### src/rtl/icache_refill_arbiter.sv
// icache_refill_arbiter
//
// Arbitrates line refills from the icache demand-miss path and the next-line
// prefetcher onto the single upstream ifill port. At most one refill is
// outstanding at a time. Response beats are counted and forwarded, without
// registering, to the requester that owns the refill. A flush drains the
// in-flight refill without forwarding any more of its beats.
//
// Build option: define ICACHE_REFILL_PREFETCH_EN to enable the prefetch
// port. When it is undefined, the pf_req_* inputs are ignored and the pf_*
// outputs are tied to 0.
//
// Ports:
//   clk_i, rst_i             clock, asynchronous active-high reset
//   flush_i                  icache flush
//   dem_req_*                demand refill request (valid/paddr/way)
//   pf_req_*                 prefetch refill request (valid/paddr/way)
//   dem_gnt_o, pf_gnt_o      accept pulses, issued in the upstream handshake cycle
//   mem_req_*                upstream request (valid/paddr/way/ready)
//   mem_resp_*               upstream beats (valid & ack qualify a beat)
//   dem/pf_resp_valid_o      beat forwarded to the owner
//   resp_beat_o, resp_data_o forwarded beat index and data (0 when not forwarding)
//   dem/pf_done_o            pulse on the owner's last beat
//   busy_o                   a refill is in progress
//   err_o                    sticky beat-order error, cleared by flush_i

module icache_refill_arbiter #(
    parameter int unsigned PADDR_WIDTH = 26,
    parameter int unsigned WAY_WIDTH   = 2,
    parameter int unsigned BEAT_WIDTH  = 2,
    parameter int unsigned DATA_WIDTH  = 128
) (
    input  logic                   clk_i,
    input  logic                   rst_i,
    input  logic                   flush_i,

    input  logic                   dem_req_valid_i,
    input  logic [PADDR_WIDTH-1:0] dem_req_paddr_i,
    input  logic [WAY_WIDTH-1:0]   dem_req_way_i,
    input  logic                   pf_req_valid_i,
    input  logic [PADDR_WIDTH-1:0] pf_req_paddr_i,
    input  logic [WAY_WIDTH-1:0]   pf_req_way_i,
    output logic                   dem_gnt_o,
    output logic                   pf_gnt_o,

    output logic                   mem_req_valid_o,
    output logic [PADDR_WIDTH-1:0] mem_req_paddr_o,
    output logic [WAY_WIDTH-1:0]   mem_req_way_o,
    input  logic                   mem_req_ready_i,

    input  logic                   mem_resp_valid_i,
    input  logic                   mem_resp_ack_i,
    input  logic [BEAT_WIDTH-1:0]  mem_resp_beat_i,
    input  logic [DATA_WIDTH-1:0]  mem_resp_data_i,

    output logic                   dem_resp_valid_o,
    output logic                   pf_resp_valid_o,
    output logic [BEAT_WIDTH-1:0]  resp_beat_o,
    output logic [DATA_WIDTH-1:0]  resp_data_o,
    output logic                   dem_done_o,
    output logic                   pf_done_o,
    output logic                   busy_o,
    output logic                   err_o
);

    localparam logic [BEAT_WIDTH-1:0] LastBeat = '1;

    typedef enum logic [1:0] {
        StIdle,
        StReq,
        StWait,
        StDrain
    } state_e;

    state_e                  state_q, state_d;
    logic [PADDR_WIDTH-1:0]  paddr_q, paddr_d;
    logic [WAY_WIDTH-1:0]    way_q, way_d;
    logic [BEAT_WIDTH-1:0]   cnt_q, cnt_d;
    logic                    flush_seen_q, flush_seen_d;
    logic                    err_q, err_d;

    // Owner bookkeeping: owner_pf is set when the prefetcher owns the refill,
    // merged when a same-line prefetch rode along with a demand refill.
    logic                    owner_pf, merged;
    logic                    owner_pf_d, merged_d;
    logic                    pf_vld;

    logic                    beat_vld;
    logic                    last_beat;
    logic                    gnt;
    logic                    fwd;
    logic                    done;

    assign beat_vld  = mem_resp_valid_i & mem_resp_ack_i;
    assign last_beat = (cnt_q == LastBeat);

`ifdef ICACHE_REFILL_PREFETCH_EN
    logic owner_pf_q, merged_q;

    assign pf_vld   = pf_req_valid_i;
    assign owner_pf = owner_pf_q;
    assign merged   = merged_q;

    always_ff @(posedge clk_i or posedge rst_i) begin
        if (rst_i) begin
            owner_pf_q <= 1'b0;
            merged_q   <= 1'b0;
        end else begin
            owner_pf_q <= owner_pf_d;
            merged_q   <= merged_d;
        end
    end
`else
    assign pf_vld   = 1'b0;
    assign owner_pf = 1'b0;
    assign merged   = 1'b0;

    logic unused_pf;
    assign unused_pf = ^{pf_req_valid_i, pf_req_paddr_i, pf_req_way_i, owner_pf_d, merged_d};
`endif

    always_ff @(posedge clk_i or posedge rst_i) begin
        if (rst_i) begin
            state_q      <= StIdle;
            paddr_q      <= '0;
            way_q        <= '0;
            cnt_q        <= '0;
            flush_seen_q <= 1'b0;
            err_q        <= 1'b0;
        end else begin
            state_q      <= state_d;
            paddr_q      <= paddr_d;
            way_q        <= way_d;
            cnt_q        <= cnt_d;
            flush_seen_q <= flush_seen_d;
            err_q        <= err_d;
        end
    end

    always_comb begin
        state_d         = state_q;
        paddr_d         = paddr_q;
        way_d           = way_q;
        cnt_d           = cnt_q;
        flush_seen_d    = flush_seen_q;
        err_d           = err_q;
        owner_pf_d      = owner_pf;
        merged_d        = merged;
        mem_req_valid_o = 1'b0;
        gnt             = 1'b0;
        fwd             = 1'b0;
        done            = 1'b0;

        unique case (state_q)
            StIdle: begin
                // No refill is outstanding, so any beat here is stray.
                if (beat_vld) begin
                    err_d = 1'b1;
                end
                flush_seen_d = 1'b0;
                if (!flush_i) begin
                    if (dem_req_valid_i) begin
                        paddr_d    = dem_req_paddr_i;
                        way_d      = dem_req_way_i;
                        owner_pf_d = 1'b0;
                        merged_d   = pf_vld && (pf_req_paddr_i == dem_req_paddr_i);
                        state_d    = StReq;
                    end else if (pf_vld) begin
                        paddr_d    = pf_req_paddr_i;
                        way_d      = pf_req_way_i;
                        owner_pf_d = 1'b1;
                        merged_d   = 1'b0;
                        state_d    = StReq;
                    end
                end
            end

            StReq: begin
                mem_req_valid_o = 1'b1;
                if (beat_vld) begin
                    err_d = 1'b1;
                end
                if (flush_i) begin
                    flush_seen_d = 1'b1;
                end
                // The upstream request cannot be retracted. Once accepted, a
                // flushed refill still returns beats, and those are drained.
                if (mem_req_ready_i) begin
                    cnt_d        = '0;
                    flush_seen_d = 1'b0;
                    if (flush_i || flush_seen_q) begin
                        state_d = StDrain;
                    end else begin
                        gnt     = 1'b1;
                        state_d = StWait;
                    end
                end
            end

            StWait: begin
                if (flush_i) begin
                    // The flush-cycle beat is consumed but not forwarded.
                    if (beat_vld) begin
                        cnt_d   = cnt_q + 1'b1;
                        state_d = last_beat ? StIdle : StDrain;
                    end else begin
                        state_d = StDrain;
                    end
                end else if (beat_vld) begin
                    fwd   = 1'b1;
                    cnt_d = cnt_q + 1'b1;
                    if (mem_resp_beat_i != cnt_q) begin
                        err_d = 1'b1;
                    end
                    if (last_beat) begin
                        done    = 1'b1;
                        state_d = StIdle;
                    end
                end
            end

            StDrain: begin
                if (beat_vld) begin
                    cnt_d = cnt_q + 1'b1;
                    if (last_beat) begin
                        state_d = StIdle;
                    end
                end
            end

            default: begin
                state_d = StIdle;
            end
        endcase

        if (flush_i) begin
            err_d = 1'b0;
        end
    end

    assign mem_req_paddr_o  = paddr_q;
    assign mem_req_way_o    = way_q;
    assign busy_o           = (state_q != StIdle);
    assign err_o            = err_q;

    assign dem_gnt_o        = gnt & ~owner_pf;
    assign dem_resp_valid_o = fwd & ~owner_pf;
    assign dem_done_o       = done & ~owner_pf;

`ifdef ICACHE_REFILL_PREFETCH_EN
    assign pf_gnt_o         = gnt & (owner_pf | merged);
    assign pf_resp_valid_o  = fwd & owner_pf;
    assign pf_done_o        = done & owner_pf;
`else
    assign pf_gnt_o         = 1'b0;
    assign pf_resp_valid_o  = 1'b0;
    assign pf_done_o        = 1'b0;
`endif

    assign resp_beat_o      = fwd ? mem_resp_beat_i : '0;
    assign resp_data_o      = fwd ? mem_resp_data_i : '0;

endmodule
### config.mk
export PLATFORM = sky130hd
export DESIGN_NAME = icache_refill_arbiter
export DESIGN_NICKNAME = d
export VERILOG_FILES = /design/src/rtl/icache_refill_arbiter.sv
export SDC_FILE = /design/constraint.sdc
export NUM_CORES = 1
export LEC_CHECK = 0
export CORE_AREA = 4 4 137 139
export DETAILED_ROUTE_END_ITERATION = 7
export DIE_AREA = 0 0 141 143
export PLACE_DENSITY = 0.61
export REMOVE_ABC_BUFFERS = 1
export SYNTH_ARGS = -nofsm -noshare
export SYNTH_HDL_FRONTEND = slang
export SYNTH_SLANG_ARGS = --single-unit
### constraint.sdc
create_clock -name clk_i -period 4.8 [get_ports clk_i]
set_clock_uncertainty 0.15 [all_clocks]
set_input_delay 0.72 -clock clk_i [delete_from_list [all_inputs] [get_ports clk_i]]
set_output_delay 0.72 -clock clk_i [all_outputs]
set_load 0.03 [all_outputs]
# Yosys cells after proc, flatten, opt, wreduce, memory -nomap -nowiden
# Cells that the tools add are included.
# totals
output_inout_bits	167
input_bits	194
word_cells	69
ff_bits	34
# classes
add_sub_neg	1
reduce_logical	13
n_mux	34
n_eq_ne	13
n_bitwise	2
# ops
op	count
$mux 128	1
$mux 2	11
$mux 1	18
$ne 3x3->1 const B	3
$reduce_and 3->1	3
$pmux 2 s4	1
$eq 2x2->1 const B	3
$ne 2x2->1 const B	3
$reduce_bool 2->1	3
$pmux 1 s2	2
$pmux 2 s2	1
$reduce_and 4->1	1
$reduce_or 2->1	2
$ne 3x1->1 const B	1
$reduce_bool 3->1	1
$add 2x1->2 const B	1
$eq 2x1->1 const B	1
$logic_not 2->1	1
$ne 2x1->1 const B	1
$ne 2x2->1	1
$reduce_and 2->1	1
$and 1x1->1	1
$logic_or 1x1->1	1
$not 1->1	1

# Logic depth before layout (Yosys ltp)
# Gate-level depths: netlist of the first run.
# logic_depth
word_depth	5
mapped_depth	6
ltp_nobuf	4

# Least setup slack after synthesis of the first run
# No wires, ideal clock.
# synth_path
kind	input to output
start	in flush_i
end	out resp_data_o[111]
arrival_ns	1.948
required_ns	3.930
n_path_buf	2
cell_stages	4
slack_ns	1.982
cell_sequence	buf_2 > nor3_2 > clkbuf_1 > and2_1
# synth_via
elab_chain_len	3
# synth_rtl
element	line	rtl
from (decl)	35	input logic flush_i,
$mux 1	201	if (flush_i) begin
$mux 1	154	unique case (state_q)
via dem_resp_valid_o	56	output logic dem_resp_valid_o,
$mux 128	261	assign resp_data_o = fwd ? mem_resp_data_i : '0;
to (decl)	59	output logic [DATA_WIDTH-1:0] resp_data_o,
# The timed path passes the listed nets, and every way through them passes these cells.

# Worst setup path in the final report of the first run
# layout_path
start	in mem_resp_ack_i
end	out resp_data_o[2]
# layout_via
elab_chain_len	5
# layout_rtl
element	line	rtl
from (decl)	52	input logic mem_resp_ack_i,
$and 1x1->1	94	assign beat_vld = mem_resp_valid_i & mem_resp_ack_i;
$mux 1	209	end else if (beat_vld) begin
$mux 1	201	
$mux 1	154	
$mux 128	261	
# No other way between the ends.

==> impl_metrics.toml, run 1 <==
[timing]
max_freq_mhz = 254
setup_viol = 0
fin_crit_ps = 3930
finalCritPeriodShare_pct = 81.9
hold_viol = 0
max_slew.worst_pin.slew_ps = 521
report.final.slew_viol_count = 0
relSlewSlack_pct = 65.2
finalSetupTns_ps = 0
fin_hold_ws_ps = 351
grt_setup_unrepaired = "no"
worst_slack_ps = 869

[clock_tree]
cts_tree = "done"
cts_setup_buffers = 0
insertion_delay_ps = 270
cts.sinks = 34
clockRootBuffer = "clkbuf_16"
cts-buffers-inserted = 5
cts_resized = 0
clock_path_buffers = 2
htreeDepth = 2
clkTransAtPathRegs_ps = 50
hold_buffers = 0

[routing]
drt_iter0_drc = 81
drc_errors = 0
vias_per_cell = 3.81
num_vias = 3074
drt_pass1_iterations = 4
wl_per_cell_microns = 19.7
routed_wl_mm = 15.9
ant_nets = 0

[global_route]
grt_use_total_pct = 14.5
antenna_found_initial = 4
first_global_vias = 3262
grt_overflow = 0
grt_max_degree = 91
grt_pass1_wl_mm = 22.2

[outcome]
run_status = "complete, no violations"

[finish]
fillCellCount = 1796
layout_common_cells = "clkdlybuf4s50_1 (328), and2_1 (130), dfrtp_1 (34), mux2_4 (20), mux2_2 (8)"
layout.nets = 772
synthToLayoutAreaGrowth_pct = 144
final_core_util_pct = 34.6
drive_gt1_share_pct = 7.64
seq_area_sq_um = 851
multi_input_area_sq_um = 1490
final_common_cell = "clkdlybuf4s50_1"
fin_area_sq_um = 6110

[setup_path]
critPathMaxFanout = 90
setup.worst_path.class = "in -> out"
cpPeakStageDelay_ps = 820
arrival_ps = 3060
start_kind = "primary input"
path_cells = "clkdlybuf4s50_1 -> nand2_1 -> nor3_4 -> buf_12 -> and2_1 -> clkdlybuf4s50_1"
slowest_stage = "clkdlybuf4s50_1"
cpMostUsedCell = "clkdlybuf4s50_1"
reg2reg_depth = 4
required_ps = 3930
cp-end-kind = "primary output"

[logic_synthesis]
yosysSeqAreaShare_pct = 34.0
synth_edf_count = 0
ys_ff_latch = 34
syn_inst = 258
yosysWarnings = 0
yosysUniqueCellTypes = 34
syn_avg_cell_area_sq_um = 9.69
ys.flop_type = "dfrtp_1"
async_reset_ff_share_pct = 100
synth_area_sq_um = 2500

[die]
row_count = 49
core_sq_um = 17700
fp.dieH_microns = 143
start_util_pct = 14.2
die_x_microns = 141
die_area_sq_um = 20200
io_pins = 361

[hold_path]
whs_path_depth = 1
min_path_type = "reg -> reg"

[placed_design]
place.port_buffers = 328
pre_cts_ws_ps = 894
dpl-instance-area_sq_um = 5970
dp_hpwl_mm = 13.3
gp_congestion = 0.858

[power_and_ir_drop]
p_per_area_nw_per_um2 = 285
power_leakage_nw = 2.45
vdd_ir_drop_max_mv = 0.250

[job]
max_cap_viol_count = 0
==> flip-flops by register name, indices dropped and copies added, names as in the netlist <==
name,flops
mem_req_paddr_o,26
cnt_q,2
mem_req_way_o,2
state_q,2
err_o,1
flush_seen_q,1
==> metrics by stage <==
step | instances | total power [W]
5_1_grt | 807 | 0.00184
3_3_place_gp | 798 | 0.00143
2_1_floorplan | 237 | 0.000973
4_1_cts | 805 | 0.00177
6_report | 807 | 0.00174
3_5_place_dp | 798 | 0.00145
==> power breakdown <==
group / switching [W] / leakage (nW) / total (W) / internal (W)
sequential: 0.0000884 / 0.439 / 0.000492 / 0.000403
combinational: 0.000457 / 1.94 / 0.000950 / 0.000493
clock: 0.000115 / 0.0694 / 0.000302 / 0.000187
==> path summary, 6_finish.rpt <==
kind	to	slack (ps)	from
worst min-delay path	mem_req_paddr_o[11]	350	mem_req_paddr_o[11]
worst max register to register	mem_req_paddr_o[16]	2690	state_q[1]
max in group asynchronous	mem_req_paddr_o[21]	3470	rst_i
worst max-delay path	resp_data_o[2]	870	mem_resp_ack_i
worst min register to register	mem_req_paddr_o[11]	350	mem_req_paddr_o[11]
min in group asynchronous	mem_req_paddr_o[3]	710	rst_i
==> layer usage <==
layer / vias up / GRT usage (%) / part of all wire, %
met5: - / 0 / 0.13
met4: 4 / 4.23 / 2.0
met3: 20 / 5.83 / 9.6
met2: 172 / 22.3 / 46
met1: 1430 / 18.9 / 43
li1: 1448 / - / -
==> worst max-delay path, delay by kind of cell <==
kind                   cells  cell delay, ps
buffers and inverters      3            1640
and+or+nand+nor            3             660
==> kinds of logic (layout without fill, tap and decap cells) <==
kind of cell | Yosys count | in the layout | share of synthesized area [%]
multiplexers | 30 | 30 | 16.4
buffers and inverters | 28 | 344 | 7.15
flip-flops | 34 | 34 | 34.0
AO/OA/AOI/OAI | 10 | 10 | 2.55
other | 1 | 5 | 0.150
XOR/XNOR | 3 | 3 | 1.05
adder cells (fa/ha/maj) | 2 | 2 | 1.00
AND/OR/NAND/NOR | 150 | 150 | 37.7
==> cell usage after synthesis, types with 3 or more instances <==
| library cell | count | share of area [%] |
|---|---|---|
| and2_1 | 130 | 33 |
| dfrtp_1 | 34 | 34 |
| mux2_4 | 20 | 12 |
| clkbuf_2 | 9 | 1.8 |
| mux2_2 | 8 | 3.6 |
| inv_1 | 5 | 0.75 |
| clkbuf_1 | 4 | 0.60 |
| nand2_1 | 4 | 0.60 |
| buf_2 | 3 | 0.60 |
| buf_4 | 3 | 0.90 |
| nand3_1 | 3 | 0.60 |
| o21ai_0 | 3 | 0.60 |
| xor2_1 | 3 | 1.1 |
==> cell type report <==
type	instances	area share, %
Multi-Input combinational cell	198	24.4
Inverter	5	0.307
Antenna cell	2	0.0819
Timing Repair Buffer	332	54.4
Tap cell	229	4.69
Clock buffer	5	2.05
Sequential cell	34	13.9
Clock inverter	2	0.164
(Power assumes the default switching activity.)
==> run 2: changes to the inputs <==
--- a/config.mk
+++ b/config.mk
@@ -8,7 +8,7 @@
 export CORE_AREA = 4 4 137 139
 export DETAILED_ROUTE_END_ITERATION = 7
 export DIE_AREA = 0 0 141 143
-export PLACE_DENSITY = 0.61
+export PLACE_DENSITY = 0.63
 export REMOVE_ABC_BUFFERS = 1
 export SYNTH_ARGS = -nofsm -noshare
 export SYNTH_HDL_FRONTEND = slang
==> constraint.sdc (replaced) <==
create_clock -name clk_i -period 3.6 [get_ports clk_i]
set_clock_uncertainty 0.15 [all_clocks]
set_input_delay 0.54 -clock clk_i [delete_from_list [all_inputs] [get_ports clk_i]]
set_output_delay 0.54 -clock clk_i [all_outputs]
set_load 0.03 [all_outputs]
==> impl_metrics.toml, run 2 (synthesized netlist as in run 1, its figures left out) <==
[global_route]
antenna_found_initial = 3
grt_max_degree = 132
grt_pass1_wl_mm = 21.2
first_global_vias = 3079
busiest_layer = "met2"
use_met2_pct = 22.1
grt_use_total_pct = 14.1
use_met3_pct = 5.39
use_met1_pct = 19.1
grt_overflow = 0

[outcome]
run_status = "complete, no violations"

[die]
die_x_microns = 141
io_pins = 361
start_util_pct = 14.2
row_count = 49
die_area_sq_um = 20200
core_sq_um = 17700
fp.dieH_microns = 143

[job]
max_cap_viol_count = 0

[timing]
fin_crit_ps = 3140
finalSetupTns_ps = 0
hold_viol = 0
setup_viol = 0
max_slew.worst_pin.slew_ps = 768
finalCritPeriodShare_pct = 87.3
report.final.slew_viol_count = 0
grt_setup_unrepaired = "no"
relSlewSlack_pct = 48.7
max_freq_mhz = 318

[setup_path]
ff2ff_setup_slack_ps = 1490
required_ps = 2910
cp-end-kind = "primary output"
crit_family = "buffers and inverters"
rr_startpoint = "state_q[1]"
cpPeakStageDelay_ps = 710
cp-startpoint = "flush_i"
path_cells = "clkdlybuf4s50_1 -> or4b_2 -> nor2_1 -> clkdlybuf4s50_1"
slowest_stage = "clkdlybuf4s50_1"
r2r-end = "mem_req_paddr_o[9]"
start_kind = "primary input"
arrival_ps = 2450
cpMostUsedCell = "clkdlybuf4s50_1"
setup.worst_path.class = "in -> out"
reg2reg_depth = 4
path_buf_inv = 2
critPathMaxFanout = 2
cp.depth = 4
endpoint = "dem_gnt_o"

[clock_tree]
hold_buffers = 0
cts-buffers-inserted = 5
insertion_delay_ps = 280
clockRootBuffer = "clkbuf_16"
clkTransAtPathRegs_ps = 60
cts.sinks = 34
clock_path_buffers = 2
htreeDepth = 2
cts_tree = "done"
cts_setup_buffers = 0
cts_resized = 0

[power_and_ir_drop]
p_per_area_nw_per_um2 = 368
power_leakage_nw = 2.86
vdd_ir_drop_max_mv = 0.318

[finish]
drive_gt1_share_pct = 30.3
largest_reg_flops = 26
synthToLayoutAreaGrowth_pct = 157
fin_area_sq_um = 6430
layout_common_cells = "clkdlybuf4s50_1 (197), and2_1 (130), buf_4 (83), buf_12 (52), dfrtp_1 (34)"
layout.nets = 772
final_common_cell = "clkdlybuf4s50_1"

[routing]
wl_per_cell_microns = 19.2
ant_nets = 0
num_vias = 3012
drc_errors = 0
routed_wl_mm = 15.5
drt_iter0_drc = 92
drt_pass1_iterations = 4
vias_per_cell = 3.73

[placed_design]
dpl-instance-area_sq_um = 6280
place.port_buffers = 328
gp_congestion = 0.841
dp_hpwl_mm = 12.9

[hold_path]
min_path_type = "reg -> reg"
==> run 2: changes by cell type in the layout (fill, tap and decap cells not counted) <==
cell / change
diode_2: -1
clkbuf_8: +1
buf_4: +80
buf_12: +51
clkinv_2: -1
clkbuf_1: +1
clkdlybuf4s50_1: -131
==> run 2: worst reg2reg max path, delay by kind of cell, from the launching register on <==
kind	cells	cell delay, ps
buffers and inverters	1	430
DFF	1	500
and+or+nand+nor	2	500
muxes	1	410
==> run 2: power breakdown <==
group          switching (W)  internal (W)  total [W]
Sequential          0.000113      0.000537   0.000650
Clock               0.000160      0.000274   0.000434
Combinational       0.000610      0.000676    0.00129
==> run 2: stage by stage <==
stage	hold slack, ps	setup WS [ps]	util [%]	std cells	power (W)
6_report	351	456	36.4	807	0.00237
5_1_grt	372	369	36.4	806	0.00250
4_1_cts	356	439	36.4	806	0.00241
3_5_place_dp	339	434	35.6	798	0.00194
3_3_place_gp	329	432	35.6	798	0.00194
2_1_floorplan	305	-987	-	237	0.00130
==> run 2: worst min-delay path by stage <==
stage                startpoint                to  slack, ps  cells after the start
2_1_floorplan      flush_seen_q      flush_seen_q        310                      2
3_3_place_gp       flush_seen_q      flush_seen_q        330                      2
3_5_place_dp       flush_seen_q      flush_seen_q        340                      2
4_1_cts            flush_seen_q      flush_seen_q        360                      2
5_1_grt        mem_req_way_o[1]  mem_req_way_o[1]        370                      1
6_report           flush_seen_q      flush_seen_q        350                      2
==> run 2: cell type report <==
type | instances | area [sq um]
Inverter | 5 | 18.8
Clock inverter | 1 | 5.00
Clock buffer | 7 | 143
Fill cell | 1782 | 11200
Sequential cell | 34 | 851
Timing Repair Buffer | 332 | 3640
Antenna cell | 1 | 2.50
Multi-Input combinational cell | 198 | 1490
Tap cell | 229 | 287
==> run 2: per-layer routing <==
layer	part of all wire (%)	vias to the layer above
met2	46	157
met5	0.30	-
li1	-	1446
met4	0.68	6
met1	44	1387
met3	9.1	16
